## config.mk

```make
export PLATFORM = sky130hd
export DESIGN_NAME = gmii_demux
export DESIGN_NICKNAME = d
export VERILOG_FILES = /design/src/rtl/gmii_demux.sv
export SDC_FILE = /design/constraint.sdc
export NUM_CORES = 1
export LEC_CHECK = 0
export CAP_MARGIN = 20
export CORE_MARGIN = 1
export CORE_UTILIZATION = 47
export DETAILED_ROUTE_END_ITERATION = 6
export PLACE_DENSITY = 0.8
export SLEW_MARGIN = 20
export SYNTH_ARGS = -nofsm -noshare
export SYNTH_HDL_FRONTEND = slang
export SYNTH_SLANG_ARGS = --single-unit
```

## constraint.sdc

```tcl
create_clock -name Clk -period 2.5 [get_ports Clk]
set_input_delay 0.5 -clock Clk [delete_from_list [all_inputs] [get_ports Clk]]
set_output_delay 0.5 -clock Clk [all_outputs]
set_load 0.03 [all_outputs]
```

## src/rtl/gmii_demux.sv

```systemverilog
`default_nettype none
// ============================================================================
// Module      : gmii_demux
// Description : Receive-side byte-stream demultiplexer. The first byte of
//               each frame selects the destination channel; the frame is
//               steered to that channel through a single shared output
//               register. Frames with an out-of-range index are discarded
//               and counted.
// Ports       : Clk, Rst            - clock, synchronous active-high reset
//               Input_data/valid/last/ready - upstream byte stream
//               Output_data[i]/valid[i]/last[i]/ready[i] - per-channel streams
//               Drop_count          - saturating count of discarded frames
// Revision    : 1.0 - initial release
// ============================================================================
module gmii_demux #(
    parameter int NUM_OUTPUTS  = 2,
    parameter int STRIP_HEADER = 0,
    parameter int COUNT_WIDTH  = 16
) (
    input  logic                   Clk,
    input  logic                   Rst,
    input  logic [7:0]             Input_data,
    input  logic                   Input_valid,
    input  logic                   Input_last,
    output logic                   Input_ready,
    output logic [7:0]             Output_data [NUM_OUTPUTS-1:0],
    output logic [NUM_OUTPUTS-1:0] Output_valid,
    output logic [NUM_OUTPUTS-1:0] Output_last,
    input  logic [NUM_OUTPUTS-1:0] Output_ready,
    output logic [COUNT_WIDTH-1:0] Drop_count
);

    localparam int SEL_W = (NUM_OUTPUTS > 1) ? $clog2(NUM_OUTPUTS) : 1;

    localparam logic [1:0] c_S_HEADER  = 2'd0;
    localparam logic [1:0] c_S_FORWARD = 2'd1;
    localparam logic [1:0] c_S_DROP    = 2'd2;

    localparam logic [COUNT_WIDTH-1:0] c_CNT_MAX = '1;

    logic [1:0]             r_state;
    logic                   r_valid;
    logic [7:0]             r_data;
    logic                   r_last;
    logic [SEL_W-1:0]       r_sel;   // channel owning the output register
    logic [SEL_W-1:0]       r_chan;  // channel of the frame being received
    logic [COUNT_WIDTH-1:0] r_drop_count;

    logic                   w_free;
    logic                   w_idx_ok;
    logic                   w_hdr_fwd;
    logic                   w_ready_raw;
    logic                   w_accept;
    logic                   w_load;
    logic                   w_drop;
    logic [SEL_W-1:0]       w_hdr_sel;
    logic [SEL_W-1:0]       w_load_sel;
    logic [1:0]             w_state_nxt;

    always_comb begin
        // The register may take a new byte when empty or when its current
        // owner is draining it this cycle; other channels' ready is ignored.
        w_free    = !r_valid || Output_ready[r_sel];
        w_idx_ok  = ({24'd0, Input_data} < 32'(NUM_OUTPUTS));
        w_hdr_sel = Input_data[SEL_W-1:0];
        // Header goes into the output register only when forwarded.
        w_hdr_fwd = (STRIP_HEADER == 0) && w_idx_ok;

        case (r_state)
            c_S_HEADER:  w_ready_raw = w_hdr_fwd ? w_free : 1'b1;
            c_S_FORWARD: w_ready_raw = w_free;
            default:     w_ready_raw = 1'b1;
        endcase

        Input_ready = !Rst && w_ready_raw;
        w_accept    = Input_valid && Input_ready;

        w_load = w_accept && ((r_state == c_S_FORWARD) ||
                              ((r_state == c_S_HEADER) && w_hdr_fwd));
        w_load_sel = (r_state == c_S_HEADER) ? w_hdr_sel : r_chan;

        // A frame is discarded when its final byte is accepted while dropping,
        // or when a lone header is not forwarded (bad index, or stripped).
        w_drop = w_accept && Input_last &&
                 (((r_state == c_S_HEADER) && !w_hdr_fwd) || (r_state == c_S_DROP));

        w_state_nxt = r_state;
        case (r_state)
            c_S_HEADER: begin
                if (w_accept && !Input_last)
                    w_state_nxt = w_idx_ok ? c_S_FORWARD : c_S_DROP;
            end
            c_S_FORWARD, c_S_DROP: begin
                if (w_accept && Input_last)
                    w_state_nxt = c_S_HEADER;
            end
            default: w_state_nxt = c_S_HEADER;
        endcase
    end

    always_ff @(posedge Clk) begin
        if (Rst) begin
            r_state      <= c_S_HEADER;
            r_valid      <= 1'b0;
            r_data       <= 8'd0;
            r_last       <= 1'b0;
            r_sel        <= '0;
            r_chan       <= '0;
            r_drop_count <= '0;
        end else begin
            r_state <= w_state_nxt;

            if (w_load) begin
                r_valid <= 1'b1;
                r_data  <= Input_data;
                r_last  <= Input_last;
                r_sel   <= w_load_sel;
            end else if (w_free) begin
                r_valid <= 1'b0;
            end

            // Kept apart from r_sel so a stripped header can be taken while
            // the previous frame's last byte still waits in the register.
            if (w_accept && (r_state == c_S_HEADER) && w_idx_ok)
                r_chan <= w_hdr_sel;

            if (w_drop && (r_drop_count != c_CNT_MAX))
                r_drop_count <= r_drop_count + COUNT_WIDTH'(1);
        end
    end

    assign Drop_count = r_drop_count;

    generate
        for (genvar i = 0; i < NUM_OUTPUTS; i++) begin : g_out
            assign Output_data[i]  = r_data;
            assign Output_valid[i] = r_valid && (r_sel == SEL_W'(i));
            assign Output_last[i]  = r_last && (r_sel == SEL_W'(i));
        end
    endgenerate

endmodule
`default_nettype wire
```

==> metrics.cfg <==
[finish]
num_antenna_cells = 0
drive_gt1_frac = 0.177
area_delta_synth_final_pct = 38.5
stdcell_area_um2 = 2370
mostFrequentLayoutCell = clkdlybuf4s50_1
final_core_util = 0.695
mostFrequentLayoutCells = 45 x clkdlybuf4s50_1, 29 x dfxtp_1, 19 x nor2_1
n_fill_cell = 284
fin_nets = 266

[global_routing]
antenna_found_initial = 0
grt_pass1_vias = 1465
grt_max_degree = 32
grt_usage = 0.218
overflow = 0
grt_first_pass_wirelength_mm = 6.79

[placement]
pre_cts_ws_ns = -0.461
gp_congestion = 0.762
dpl-instance-area_um2 = 2250
dp_hpwl_mm = 2.81
portBuffers = 50

[pwr]
power.leakage_nw = 0.939
p_per_area_nw_per_um2 = 392
power.total_mw = 0.929
ir_drop_mv = 0.234

[synth]
syn_area_um2 = 1710
synth_seq_area_share = 0.351
yosysWarnings = 0
syn_avg_cell_area_um2 = 8.97
synth_cell_type_count = 44
ys_async_sr_fraction = 0
ys_ff_latch = 30
synth_edf_count = 0
synthFlopType = dfxtp_1
syn_nets = 209
syn_inst = 191

[sta]
hold_ws_ns = 0.473
fmax_mhz = 405
finalHoldViolations = 0
fin_crit_ns = 2.47
finalMaxSlewViolations = 0
setup_viol = 0
max-slew-margin-rel = 0.494
finalCritPeriodShare = 0.987
fin_skew_ns = 0.0110
layout_setup_ws_ns = 0.0313
worst_slew_pin_slew_ns = 0.760

[outcome]
status = completed

[critical_path]
cp_max_fo = 2
crit_path_start_kind = input pin
cp-end-kind = primary output
worst_path_most_repeated_cell = buf_4
cp_cell_sequence = clkdlybuf4s50_1 > buf_4 > or3_1 > o21ai_4 > a21oi_1 > buf_4
worstSetupPathType = input pin to primary output
critPathBufInv = 3
crit_family = buffers and inverters
critPathRequiredTime_ns = 2.00
max_stage_delay_ns = 0.44
cpMaxStageDelayCell = or3_1
worst-endpoint-arrival_ns = 1.97

[worst_hold_path]
worstHoldPathType = input pin to flip-flop

[clock_tree]
cts_tree = built
cts-hold-fix-buffers = 0
cts_made_buffers = 5
cts_sinks = 30
insertion_delay_ns = 0.34
cts-root-buf = clkbuf_4
h-tree-depth = 2
cts_buffer_depth = 2
path_clk_slew_ns = 0.10

[routing]
dr.first_iter.drc_count = 100
first_pass_iters = 4
routedWlPerCell_um = 14.1
ant_nets = 0
num_vias = 1656
drc = 0
routed_wl_mm = 4.15
via_per_inst = 5.61

[die]
fp.dieH_um = 62.4
die_area_um2 = 3890
core-area_um2 = 3420
io_pins = 51
fp-row-count = 21
die_width_um = 62.4
start_util = 0.501

[run]
drv_cap = 0

## flip-flops by register name (all words and copies together) (netlist names)
signal / flops
r_sel: 1
r_valid: 1
r_chan: 1
r_state: 2
r_last: 1
r_data: 8
Drop_count: 16
## path summary, 6_finish.rpt
kind | start | to | slack, ns | cells after the start
worst max-delay path | Input_data[2] | Input_ready | 0.03 | 6
worst min-delay path | Input_data[6] | r_data[6]$_SDFFE_PP0P_ | 0.47 | 3
worst min register to register | Drop_count[15]$_SDFFE_PP0P_ | Drop_count[15]$_SDFFE_PP0P_ | 0.50 | 2
worst max register to register | r_state[1]$_SDFFE_PP0P_ | Drop_count[5]$_SDFFE_PP0P_ | 0.23 | 8
## metal layers
layer	share of wire	track usage
met4	0.015	0.0872
met3	0.049	0.0529
met1	0.47	0.298
met2	0.47	0.330
met5	0	0
## worst min-delay path: stages
cell	delay (ns)
dlymetal6s2s_1	0.13
mux2i_1	0.09
nor2_1	0.07
## logic make-up (layout without fill, tap and decap cells)
kind of cell / count (synthesis) / after routing / share of synthesized area
and+or+nand+nor: 80 / 80 / 0.267
AOI/OAI and AO/OA: 36 / 36 / 0.153
DFF: 30 / 30 / 0.351
buffers and inverters: 23 / 81 / 0.0913
muxes: 18 / 18 / 0.109
adders and majority gates: 4 / 4 / 0.0292
## synth_stat cells (7+ instances only)
master / instances / area (um2)
o31ai_1: 7 / 52.6
nor2b_1: 8 / 50.1
nand2_1: 12 / 45.0
inv_1: 7 / 26.3
or4_1: 9 / 67.6
a21oi_1: 12 / 60.1
dfxtp_1: 30 / 601
nor2_1: 19 / 71.3
buf_4: 10 / 75.1
mux2i_1: 13 / 130
## power by group
| group | total [mW] | internal [mW] | switching [mW] |
|---|---|---|---|
| registers | 0.485 | 0.481 | 0.00387 |
| clock network | 0.320 | 0.136 | 0.183 |
| logic | 0.124 | 0.0606 | 0.0637 |
## metrics by stage
step,TNS (ns),instances
floorplan,0,191
global placement,-6.03,286
detailed placement,-6.04,286
CTS,0,294
global route,-0.0107,295
finish,0,295
## area by class of cell
class	count	area, um2	share of cell area
tap	46	57.6	0.0243
clock inverter	1	5.00	0.00211
multi-input combinational	138	998	0.421
inverter	7	26.3	0.0111
sequential	30	602	0.254
timing repair buffer	66	628	0.265
clock buffer	7	55.1	0.0232
## what timing repair did
action / in CTS / in global routing
gates resized for setup: 4 / 9
buffers inserted: 0 / 1
pin swaps: 1 / 3
setup endpoints to repair: 11 / 16
Note: power is estimated with default switching activity, not from simulation.
